$ cat src/rtl/onehot_decoder_pkg.sv
// Shared types, constants and helpers for onehot_decoder_seq.
// Helpers are sized for the largest supported select width; callers cast the result down to their own width.
package onehot_decoder_pkg;

  localparam int unsigned MAX_SEL_W = 8;
  localparam int unsigned MAX_OUT_W = 2 ** MAX_SEL_W;

  localparam logic MODE_DIRECT = 1'b0;
  localparam logic MODE_SCAN   = 1'b1;

  typedef enum logic [1:0] {
    ST_IDLE,
    ST_DIRECT,
    ST_SCAN
  } state_e;

  function automatic logic [MAX_OUT_W-1:0] onehot(input logic [MAX_SEL_W-1:0] sel);
    onehot = MAX_OUT_W'(1) << sel;
  endfunction

endpackage

$ cat src/rtl/onehot_decoder_seq_dwell_counter.sv
// Reloadable dwell down-counter with a zero flag.
// On step it decrements, or reloads the captured dwell when it has reached zero.
module dwell_counter #(
  parameter int unsigned DWELL_W = 4
) (
  input  logic               clk,
  input  logic               rst_n,
  input  logic               load,
  input  logic [DWELL_W-1:0] load_val,
  input  logic               step,
  output logic               zero
);

  logic [DWELL_W-1:0] cnt_q;
  logic [DWELL_W-1:0] reload_q;
  logic [DWELL_W-1:0] cnt_d;

  always_comb begin
    cnt_d = cnt_q;
    if (load) begin
      cnt_d = load_val;
    end else if (step) begin
      cnt_d = (cnt_q == '0) ? reload_q : cnt_q - DWELL_W'(1);
    end
  end

  always_ff @(posedge clk) begin
    if (!rst_n) begin
      cnt_q    <= '0;
      reload_q <= '0;
    end else begin
      cnt_q <= cnt_d;
      if (load) begin
        reload_q <= load_val;
      end
    end
  end

  assign zero = (cnt_q == '0);

endmodule

$ cat src/rtl/onehot_decoder_seq.sv
// Registered binary-to-one-hot decoder with load handshake and auto-scan.
// Optional macro ONEHOT_DECODER_SEQ_SCAN_DIR_EN adds scan_dir for downward scanning.
module onehot_decoder_seq
  import onehot_decoder_pkg::*;
#(
  parameter  int unsigned SEL_W   = 3,
  parameter  int unsigned DWELL_W = 4,
  localparam int unsigned OUT_W   = 2 ** SEL_W
) (
  input  logic               clk,
  input  logic               rst_n,
  input  logic               en,
  input  logic               mode,
  input  logic [SEL_W-1:0]   sel,
  input  logic [DWELL_W-1:0] dwell,
  input  logic               load,
`ifdef ONEHOT_DECODER_SEQ_SCAN_DIR_EN
  input  logic               scan_dir,
`endif
  output logic               load_ready,
  output logic [OUT_W-1:0]   y,
  output logic               y_valid,
  output logic [SEL_W-1:0]   idx,
  output logic               wrap
);

  state_e             state_q;
  logic [OUT_W-1:0]   y_q;
  logic               y_valid_q;
  logic [SEL_W-1:0]   idx_q;
  logic               wrap_q;
  logic               dir_q;

  logic               load_acc;
  logic               scan_load;
  logic               step;
  logic               cnt_zero;
  logic               scan_dir_in;
  logic [OUT_W-1:0]   dec_y;
  logic [OUT_W-1:0]   y_step_d;
  logic [SEL_W-1:0]   idx_step_d;
  logic               wrap_step_d;

`ifdef ONEHOT_DECODER_SEQ_SCAN_DIR_EN
  assign scan_dir_in = scan_dir;
`else
  assign scan_dir_in = 1'b0;
`endif

  assign load_ready = en & (state_q != ST_SCAN);
  assign load_acc   = en & load & load_ready;
  assign scan_load  = load_acc & (mode == MODE_SCAN);
  assign step       = en & (state_q == ST_SCAN);
  assign dec_y      = OUT_W'(onehot(MAX_SEL_W'(sel)));

  // Next scan position; wrap is flagged on the step that crosses the index boundary.
  always_comb begin
    y_step_d    = y_q;
    idx_step_d  = idx_q;
    wrap_step_d = 1'b0;
    if (dir_q) begin
      y_step_d    = {y_q[0], y_q[OUT_W-1:1]};
      idx_step_d  = idx_q - SEL_W'(1);
      wrap_step_d = (idx_q == '0);
    end else begin
      y_step_d    = {y_q[OUT_W-2:0], y_q[OUT_W-1]};
      idx_step_d  = idx_q + SEL_W'(1);
      wrap_step_d = (idx_q == '1);
    end
  end

  dwell_counter #(
    .DWELL_W(DWELL_W)
  ) u_dwell (
    .clk     (clk),
    .rst_n   (rst_n),
    .load    (scan_load),
    .load_val(dwell),
    .step    (step),
    .zero    (cnt_zero)
  );

  always_ff @(posedge clk) begin
    if (!rst_n) begin
      state_q   <= ST_IDLE;
      y_q       <= '0;
      y_valid_q <= 1'b0;
      idx_q     <= '0;
      wrap_q    <= 1'b0;
      dir_q     <= 1'b0;
    end else if (!en) begin
      state_q   <= ST_IDLE;
      y_q       <= '0;
      y_valid_q <= 1'b0;
      wrap_q    <= 1'b0;
    end else begin
      case (state_q)
        ST_IDLE, ST_DIRECT: begin
          wrap_q <= 1'b0;
          if (load) begin
            y_q       <= dec_y;
            idx_q     <= sel;
            y_valid_q <= 1'b1;
            dir_q     <= scan_dir_in;
            state_q   <= (mode == MODE_SCAN) ? ST_SCAN : ST_DIRECT;
          end
        end
        ST_SCAN: begin
          if (cnt_zero) begin
            y_q    <= y_step_d;
            idx_q  <= idx_step_d;
            wrap_q <= wrap_step_d;
          end else begin
            wrap_q <= 1'b0;
          end
        end
        default: begin
          state_q   <= ST_IDLE;
          y_q       <= '0;
          y_valid_q <= 1'b0;
          wrap_q    <= 1'b0;
        end
      endcase
    end
  end

  assign y       = y_q;
  assign y_valid = y_valid_q;
  assign idx     = idx_q;
  assign wrap    = wrap_q;

endmodule

$ cat config.mk
export PLATFORM = sky130hd
export DESIGN_NAME = onehot_decoder_seq
export DESIGN_NICKNAME = d
export VERILOG_FILES = /design/src/rtl/onehot_decoder_pkg.sv /design/src/rtl/onehot_decoder_seq_dwell_counter.sv /design/src/rtl/onehot_decoder_seq.sv
export SDC_FILE = /design/constraint.sdc
export NUM_CORES = 1
export LEC_CHECK = 0
export CORE_ASPECT_RATIO = 0.75
export CORE_MARGIN = 8
export CORE_UTILIZATION = 52
export CTS_CLUSTER_SIZE = 14
export DETAILED_ROUTE_END_ITERATION = 8
export PLACE_DENSITY = 0.91
export SLEW_MARGIN = 20
export SYNTH_ARGS = -nofsm -noshare
export SYNTH_HDL_FRONTEND = slang
export SYNTH_SLANG_ARGS = --single-unit
$ cat constraint.sdc
create_clock -name clk -period 4.9 [get_ports clk]
set_input_delay 0.49 -clock clk [delete_from_list [all_inputs] [get_ports clk]]
set_output_delay 0.49 -clock clk [all_outputs]
set_load 0.02 [all_outputs]
* Yosys cells after proc, flatten, opt, wreduce, memory -nomap -nowiden *
Cells that the tools add are included.

operators by class
  bitwise operators = 6
  reductions and logical operators = 10
  div/mod/pow operators = 0
  $add $sub $neg = 2
  shift-type cells = 1
  order comparisons = 0
  multipliers = 0
  multiplexer cells = 14
  eq/ne operators = 6

operator list
  operator                                           number
  two-way mux 8 bit                                  2
  one-hot mux 8 bit (2 select lines)                 1
  two-way mux 4 bit                                  3
  AND reduction 4 bit                                2
  << shifter 1 x 3 -> 8 bit (first input constant)   1
  two-way mux 3 bit                                  2
  inequality test 2 bit (second input constant)      3
  one-hot mux 3 bit (2 select lines)                 1
  AND reduction 2 bit                                3
  AND 1 bit                                          5
  logical NOT 4 bit                                  1
  two-way mux 2 bit                                  2
  one-hot mux 2 bit (2 select lines)                 1
  nonzero test 2 bit                                 2
  subtractor 4 x 1 -> 4 bit (second input constant)  1
  adder 3 x 1 -> 3 bit (second input constant)       1
  == test 3 bit (second input constant)              1
  == test 2 x 1 -> 1 bit (second input constant)     1
  == test 2 bit (second input constant)              1
  logical NOT 2 bit                                  1
  one-hot mux 1 bit (2 select lines)                 1
  OR reduction 2 bit                                 1
  two-way mux 1 bit                                  1
  NOT 1 bit                                          1

word-level totals
  input port bits = 12
  output and inout bits = 14
  register bits = 23
  memory bits (writable) = 0
  bits in latches = 0
  bits in read-only memories = 0
  memories kept = 0

* Logic depth before layout (Yosys ltp) *
Gate-level depths: netlist of run 1.

  word-level depth = 5
  gate-level depth with buffers = 8

* Modules after synthesis *
A second synthesis of run 1 with hierarchy kept.

second synthesis, totals
  cells, all modules = 140
  area, all modules = 1268.7 sq um

by module, submodules not included
  module              cells each  area an instance (sq um)  instances
  onehot_decoder_seq  94          842.1                     1
  dwell_counter       46          426.7                     1

* Worst setup path after synthesis of run 1 *
Ideal clock, no wire load.

  kind = flip-flop to flip-flop
  start = reg u_dwell.cnt_q[0]
  end = reg y_q[2] (netlist: y[2])
  library setup time = 0.080 ns
  path buffers = 2
  clock period less this slack = 1.739 ns
  arrival = 1.659 ns
  stages on the path, launching flop included = 9
  required time = 4.820 ns
  slack = 3.161 ns
  path through = dfxtp_1 -> inv_1 -> ha_1 -> or3b_1 -> buf_6 -> a21oi_4 -> buf_6 -> nor2_1 -> a211oi_2

between the ends
  longest elaborated chain between the ends = 3

RTL lines
  item                             line                                    source
  start, declared                  onehot_decoder_seq_dwell_counter.sv:14  logic [DWELL_W-1:0] cnt_q;
  start signal, assigned           onehot_decoder_seq_dwell_counter.sv:32  cnt_q <= cnt_d;
  logical NOT 4 bit                onehot_decoder_seq_dwell_counter.sv:39  assign zero = (cnt_q == '0);
  inequality test 2 bit (no line)  -
  AND reduction 2 bit (no line)    -
  end signal, assigned             onehot_decoder_seq.sv:101               y_q <= dec_y;
  end signal, assigned             onehot_decoder_seq.sv:110               y_q <= y_step_d;
  end, declared                    onehot_decoder_seq.sv:28                logic [OUT_W-1:0] y_q;

No other way between the ends.
A chain may end at the register's enable or synchronous reset.

* Final worst setup path of run 1 *
  start = reg state_q[1]
  end = out load_ready

between the ends
  longest elaborated chain between the ends = 2

RTL lines
  item                    line                       source
  start, declared         onehot_decoder_seq.sv:27   state_e state_q;
  start signal, assigned  onehot_decoder_seq.sv:105  state_q <= (mode == MODE_SCAN) ? ST_SCAN : ST_DIRECT;
  inequality test 2 bit   onehot_decoder_seq.sv:50   assign load_ready = en & (state_q != ST_SCAN);
  AND 1 bit               onehot_decoder_seq.sv:50
  end, declared           onehot_decoder_seq.sv:20   output logic load_ready,

No other way between the ends.

==> impl_results.md, run 1 <==
* Placer congestion estimate at 0.904
* Summed instance area of the synthesized netlist at 1150 um^2
* Share of the cycle needed by the critical path after routing at 0.530
* Cells after Synth at 136
* Placed Instances at 180
* Number of enable flip-flop cells after synthesis at 0
* Reg2Reg Launch Point: state_q[1]
* Proportion of layout cells with a drive suffix above 1 at 0.0500
* Layout net count at 176
* Number of buffers inserted during clock tree synthesis at 3
* Number of routed nets with antenna violations at 0
* Count of buffers from port buffering at 25
* Overall via count from detail_route at 1143
* Effective utilization at floorplan at 0.562
* Cell class contributing the biggest share of worst-path delay: flip-flops
* Number of top-level pins at 26
* Areal power density over the cells at 264 nW/um^2
* Slew at the pin closest to its max-slew limit at 900 ps
* Share of power burned in the clock network at 0.235
* Utilization of the core after routing at 0.694
* Run status: finished, final reports clean
* Remaining max-slew budget at the tightest pin at 0.399
* Drt pass-1 iters at 4
* Post-layout minimum cycle time at 2590 ps
* Worst setup startpoint: state_q[1]
* Sink of the worst hold path: u_dwell.reload_q[2]
* Drt via density at 6.21
* Post-synth top flop: sky130_fd_sc_hd__dfxtp_1
* Maximum level of the CTS H-tree at 1
* Logic pwr share at 0.219
* Max VDD drop at 205 uV
* Library cell with the largest summed area after synthesis: sky130_fd_sc_hd__dfxtp_1
* Iteration-0 DRC Markers at 102
* Number of cells on the worst hold path at 2
* Max-slew violation count at 0
* CP Launch Type: register
* Hold path start: u_dwell.reload_q[2]
* Seq/Total Area, Yosys at 0.400
* List of most frequent post-synthesis cells: sky130_fd_sc_hd__dfxtp_1 (23), sky130_fd_sc_hd__nand2_1 (19), sky130_fd_sc_hd__nor2_1 (19)
* Hold buffer count at CTS at 0
* Die width at 70.3 um
* Area taken by multi-input logic gates at 637 um^2
* Remaining global-route overflow at 0
* Number of filler cells placed in the layout at 154
* Setup skew after layout at 9.99 ps
* Reg2Reg Capture Point: u_dwell.cnt_q[3]
* Dominant cell by count in the synthesized netlist: sky130_fd_sc_hd__dfxtp_1
* Max FO, Critical Path at 16
* Post-route setup TNS at 0 ps
* Area of the die at 3990 um^2
* HPWL Detailed at 2370 um
* Library cells used by synthesis at 37
* CTS-repair resized insts at 0
* DP Worst Slack at 2500 ps
* Worst reg-to-reg path cell count at 4
* Cell internal power dissipation at 0.000264 W
* Setup repair after global routing missed its margin: no
* Setup slack of the worst register-to-register path at 2710 ps
* Growth of design area from synthesis to finish at 23.6%
* Flop and latch count out of synthesis at 23
* Register cell area after layout at 460 um^2
* Maximum number of pins on one net before global-route repair at 17
* DRC at 0
* Async set-or-reset flop fraction in the synthesized netlist at 0
* Cell types with the largest area share after synthesis: sky130_fd_sc_hd__dfxtp_1 (40%), sky130_fd_sc_hd__nand2_1 (6.2%), sky130_fd_sc_hd__nor2_1 (6.2%), sky130_fd_sc_hd__a311oi_1 (3.8%), sky130_fd_sc_hd__a211oi_1 (3.3%)
* Total length of routed wires at 3080 um
* Average wire per standard cell at 16.7 um
* Endpoint kind of the worst setup timing path: output pin
* Type of the tightest min-delay check: register to register
* Clk sinks at 23
* Clock input transition at the sequential cells of the worst setup and hold paths at 110 ps
* Clock root buffer: sky130_fd_sc_hd__clkbuf_4
* Synth warn at 0
* Final worst-path setup slack at 2310 ps
* # diodes at 0
* Switching power total at 0.000111 W
* Critical Setup Path Class: register to output pin
* CP Data Arrival Time at 2100 ps
* Standard cell core area at 2050 um^2
* Synth Area per Inst at 8.46 um^2
* Antenna violations before repair at 0
* Worst EP required at 4410 ps
* Switching part of the total power at 0.297
* Buffer levels on the longest clock path at 2
* Max_cap viols at 0
* Worst-Skew Late Latency at 320 ps
* Vias in the first global route at 1089
* Overall power after layout at 0.000375 W
* Critical Path Max Stage Delay at 660 ps
* Net count after synthesis at 151
* Highest achievable clock rate at 385 MHz
* GRT Overall Usage at 0.151
* Number of setup buffers added after CTS at 0
* Critical path cell sequence: nand2b_1, and2_1, clkdlybuf4s50_1
* Finished Layout Cells at 184
* Final number of hold-violating endpoints at 0
* Global-route wire length before repair at 5000 um
* Number of failing setup endpoints in the final timing report at 0
* Site Rows at 14
* Leakage power at 0.502 nW
* Top-area cell type share of the netlist area at 0.400
* Number of buffer and inverter instances along the worst setup path at 1
* Library cell contributing the largest single delay on the critical path: sky130_fd_sc_hd__dfxtp_1
* Height of the die at 56.7 um
* Sequential share of power at 0.546
* CTS tree: yes
-- worst register-to-register path, cell delays in order (launching register included) --
cell,delay [ps]
sky130_fd_sc_hd__dfxtp_1,660
sky130_fd_sc_hd__nor2b_1,790
sky130_fd_sc_hd__nor3b_2,200
sky130_fd_sc_hd__a311o_1,330
sky130_fd_sc_hd__a31oi_1,160
-- cell usage in the layout (no fill, tap or decap), types with 2 or more instances in the layout --
cell type and count:
sky130_fd_sc_hd__nor3_1 2, sky130_fd_sc_hd__o211ai_1 2, sky130_fd_sc_hd__nand2b_1 2, sky130_fd_sc_hd__clkdlybuf4s50_1 25, sky130_fd_sc_hd__nand3_1 3, sky130_fd_sc_hd__dfxtp_1 23
sky130_fd_sc_hd__nor2_1 19, sky130_fd_sc_hd__nand2_1 19, sky130_fd_sc_hd__nor2b_1 6, sky130_fd_sc_hd__a211oi_1 5, sky130_fd_sc_hd__a21oi_1 5, sky130_fd_sc_hd__a311oi_1 5
sky130_fd_sc_hd__clkbuf_4 3, sky130_fd_sc_hd__o21ai_0 5, sky130_fd_sc_hd__inv_1 4, sky130_fd_sc_hd__a22oi_1 3, sky130_fd_sc_hd__a31oi_1 3, sky130_fd_sc_hd__a32oi_1 4
sky130_fd_sc_hd__ha_1 3, sky130_fd_sc_hd__a211oi_2 2
-- through the flow --
stage | hold WS (ps) | area, um^2
5_1_grt | 500 | 1420
4_1_cts | 469 | 1420
6_report | 465 | 1420
2_1_floorplan | 433 | 1150
3_3_place_gp | 443 | 1400
3_5_place_dp | 454 | 1400
-- power groups by stage --
stage / Sequential (W) / Combinational (W) / Clock (W)
6_report: 0.000205 / 0.0000822 / 0.0000880
5_1_grt: 0.000206 / 0.0000897 / 0.0000982
4_1_cts: 0.000204 / 0.0000814 / 0.0000894
3_5_place_dp: 0.000209 / 0.0000810 / 0
3_3_place_gp: 0.000208 / 0.0000779 / 0
2_1_floorplan: 0.000212 / 0.0000479 / 0
-- kinds of logic after synthesis --
kind of cell,synth area share
and+or+nand+nor,0.246
AOI/OAI and AO/OA,0.275
DFF,0.400
buffers and inverters,0.0467
adders and majority gates,0.0326
-- final cells by class --
type | instances | area share
multi-input cells | 103 | 0.448
clock buffers | 4 | 0.0185
well taps | 24 | 0.0211
flip-flops and latches | 23 | 0.324
repair buffers | 25 | 0.176
inverters | 5 | 0.0132
-- per-layer routing --
| layer | GRT usage | routed length, um |
|---|---|---|
| met1 | 0.180 | 1330 |
| met2 | 0.237 | 1440 |
| met3 | 0.0404 | 247 |
| met4 | 0.0914 | 68 |
| met5 | 0 | 0 |
-- registers in the layout, summed over array words and instances (netlist names) --
signal and flops:
idx 3, state_q 2, u_dwell.cnt_q 4, u_dwell.reload_q 4
wrap 1, y 8, y_valid 1
-- how the worst max path moves through the flow --
stage / endpoint / cells after the start
floorplan: y[2] / 8
global placement: load_ready / 3
detailed placement: load_ready / 3
CTS: load_ready / 3
global route: load_ready / 3
finish: load_ready / 3
Power figures use the tool's default switching activity.
==> run 2, diff against run 1 <==
--- a/config.mk
+++ b/config.mk
@@ -7,10 +7,10 @@
 export LEC_CHECK = 0
 export CORE_ASPECT_RATIO = 0.75
 export CORE_MARGIN = 8
-export CORE_UTILIZATION = 52
+export CORE_UTILIZATION = 49
 export CTS_CLUSTER_SIZE = 14
 export DETAILED_ROUTE_END_ITERATION = 8
-export PLACE_DENSITY = 0.91
+export PLACE_DENSITY = 0.87
 export SLEW_MARGIN = 20
 export SYNTH_ARGS = -nofsm -noshare
 export SYNTH_HDL_FRONTEND = slang
==> constraint.sdc (replaced) <==
create_clock -name clk -period 2.7 [get_ports clk]
set_input_delay 0.27 -clock clk [delete_from_list [all_inputs] [get_ports clk]]
set_output_delay 0.27 -clock clk [all_outputs]
set_load 0.02 [all_outputs]
==> run 2 against run 1 <==
Total power grew 80%. Non-clock buffer count grew 1. Largest cell class unchanged. Combinational power grew 79%. Critical endpoint unchanged. Wire length shrank 9.8%. Largest power group unchanged. Core utilization shrank 5.9 points. Critical path depth is the same. Clock skew shrank 4.7 ps.
==> impl_results.md, run 2 (same netlist as run 1, synthesis figures left out) <==
* Run status: finished, final reports clean
* Drt pass-1 iters at 4
* Library cell contributing the largest single delay on the critical path: sky130_fd_sc_hd__dfxtp_1
* Critical Path Max Stage Delay at 660 ps
* Highest achievable clock rate at 434 MHz
* Number of buffers inserted during clock tree synthesis at 3
* Areal power density over the cells at 468 nW/um^2
* Number of routed nets with antenna violations at 0
* Standard cell core area at 2270 um^2
* Proportion of layout cells with a drive suffix above 1 at 0.0559
* Height of the die at 58.0 um
* Global-route wire length before repair at 4520 um
* Post-layout minimum cycle time at 2310 ps
* Vias in the first global route at 1008
* Worst reg-to-reg path cell count at 6
* Utilization of the core after routing at 0.635
* Clock input transition at the sequential cells of the worst setup and hold paths at 120 ps
* Most common cell after layout, fill and taps aside: sky130_fd_sc_hd__clkdlybuf4s50_1
* Buffer levels on the longest clock path at 2
* Number of failing setup endpoints in the final timing report at 0
* Site Rows at 15
* CP Data Arrival Time at 2040 ps
* Iteration-0 DRC Markers at 140
* Placer congestion estimate at 0.886
* Worst-Skew Late Latency at 310 ps
* Share of the cycle needed by the critical path after routing at 0.854
* Critical Setup Path Class: register to output pin
* Area of the die at 4170 um^2
* GRT Overall Usage at 0.132
* Number of setup buffers added after CTS at 0
* Die width at 72.0 um
* Number of top-level pins at 26
* Final number of hold-violating endpoints at 0
* Drt via density at 5.76
* Leakage power at 0.507 nW
* Post-route setup TNS at 0 ps
* CTS tree: yes
* Critical path cell sequence: nand2b_1, and2_1, clkdlybuf4s50_1
* Growth of design area from synthesis to finish at 25.3%
* CP Launch Type: register
* # diodes at 0
* Maximum level of the CTS H-tree at 1
* Count of buffers from port buffering at 25
* Remaining max-slew budget at the tightest pin at 0.655
* Layout net count at 177
* Setup repair after global routing missed its margin: no
* Endpoint kind of the worst setup timing path: output pin
* Worst EP required at 2430 ps
* Effective utilization at floorplan at 0.507
* Max FO, Critical Path at 16
* Number of cells on the worst hold path at 2
* CTS-repair resized insts at 0
* DRC at 0
* Maximum number of pins on one net before global-route repair at 17
* Average wire per standard cell at 14.2 um
* Leading cell types in the layout, fill and taps excluded: sky130_fd_sc_hd__clkdlybuf4s50_1 (25), sky130_fd_sc_hd__dfxtp_1 (23), sky130_fd_sc_hd__nand2_1 (19), sky130_fd_sc_hd__nor2_1 (19), sky130_fd_sc_hd__nor2b_1 (6)
* Antenna violations before repair at 0
* Type of the tightest min-delay check: register to register
* Placed Instances at 191
* HPWL Detailed at 2160 um
* Hold buffer count at CTS at 0
* Cell class contributing the biggest share of worst-path delay: flip-flops
* Setup skew after layout at 5.27 ps
* Depth of the critical timing path with buffers and inverters included at 3
* Clk sinks at 23
* Remaining global-route overflow at 0
* Max-slew violation count at 0
* Clock root buffer: sky130_fd_sc_hd__clkbuf_4
* Number of buffer and inverter instances along the worst setup path at 1
* Overall via count from detail_route at 1123
* Finished Layout Cells at 195
* Max_cap viols at 0
* Slew at the pin closest to its max-slew limit at 517 ps
* Flip-flop count of the largest register after layout at 8
* Overall power after layout at 0.000675 W
* Max VDD drop at 309 uV
* Total length of routed wires at 2770 um
[run 2: layout make-up]
class | instances | area, um^2
clock buffers | 4 | 26.3
fillers | 187 | 828
inverters | 5 | 18.8
multi-input cells | 103 | 637
flip-flops and latches | 23 | 460
well taps | 34 | 42.5
repair buffers | 26 | 258
[run 2: final timing paths]
| check | slack (ps) | startpoint | to |
|---|---|---|---|
| max reg2reg | 690 | u_dwell.cnt_q[0] | y[7] |
| min reg2reg | 470 | u_dwell.reload_q[0] | u_dwell.reload_q[0] |
| min | 470 | u_dwell.reload_q[0] | u_dwell.reload_q[0] |
| max | 390 | state_q[1] | load_ready |
[run 2: metal layers]
metal,GRT usage,vias up,part of all wire
li1,-,554,-
met1,0.173,523,0.46
met2,0.201,42,0.45
met3,0.0361,4,0.074
met4,0.0522,0,0.016
met5,0,-,0
[run 2: report_power, final]
part	leakage (nW)	internal (W)	switching [W]
Combinational	0.304	0.0000665	0.0000802
Clock	0.0150	0.0000577	0.000100
Sequential	0.188	0.000355	0.0000159
[run 2: metrics by stage]
stage / cell area, um^2 / setup slack [ps] / hold slack, ps
after floorplan: 1150 / 961 / 406
after global placement: 1420 / 764 / 447
after detailed placement: 1420 / 719 / 454
after CTS: 1440 / 413 / 473
after global routing: 1440 / 287 / 501
final: 1440 / 394 / 470
[run 2: worst register-to-register path: cells and delay by family, from the launching register on]
| family | cells | cell delay, ps |
|---|---|---|
| buf+inv | 1 | 70 |
| fa+ha+maj | 1 | 250 |
| simple gates | 2 | 580 |
| compound gates | 2 | 660 |
| flops | 1 | 370 |
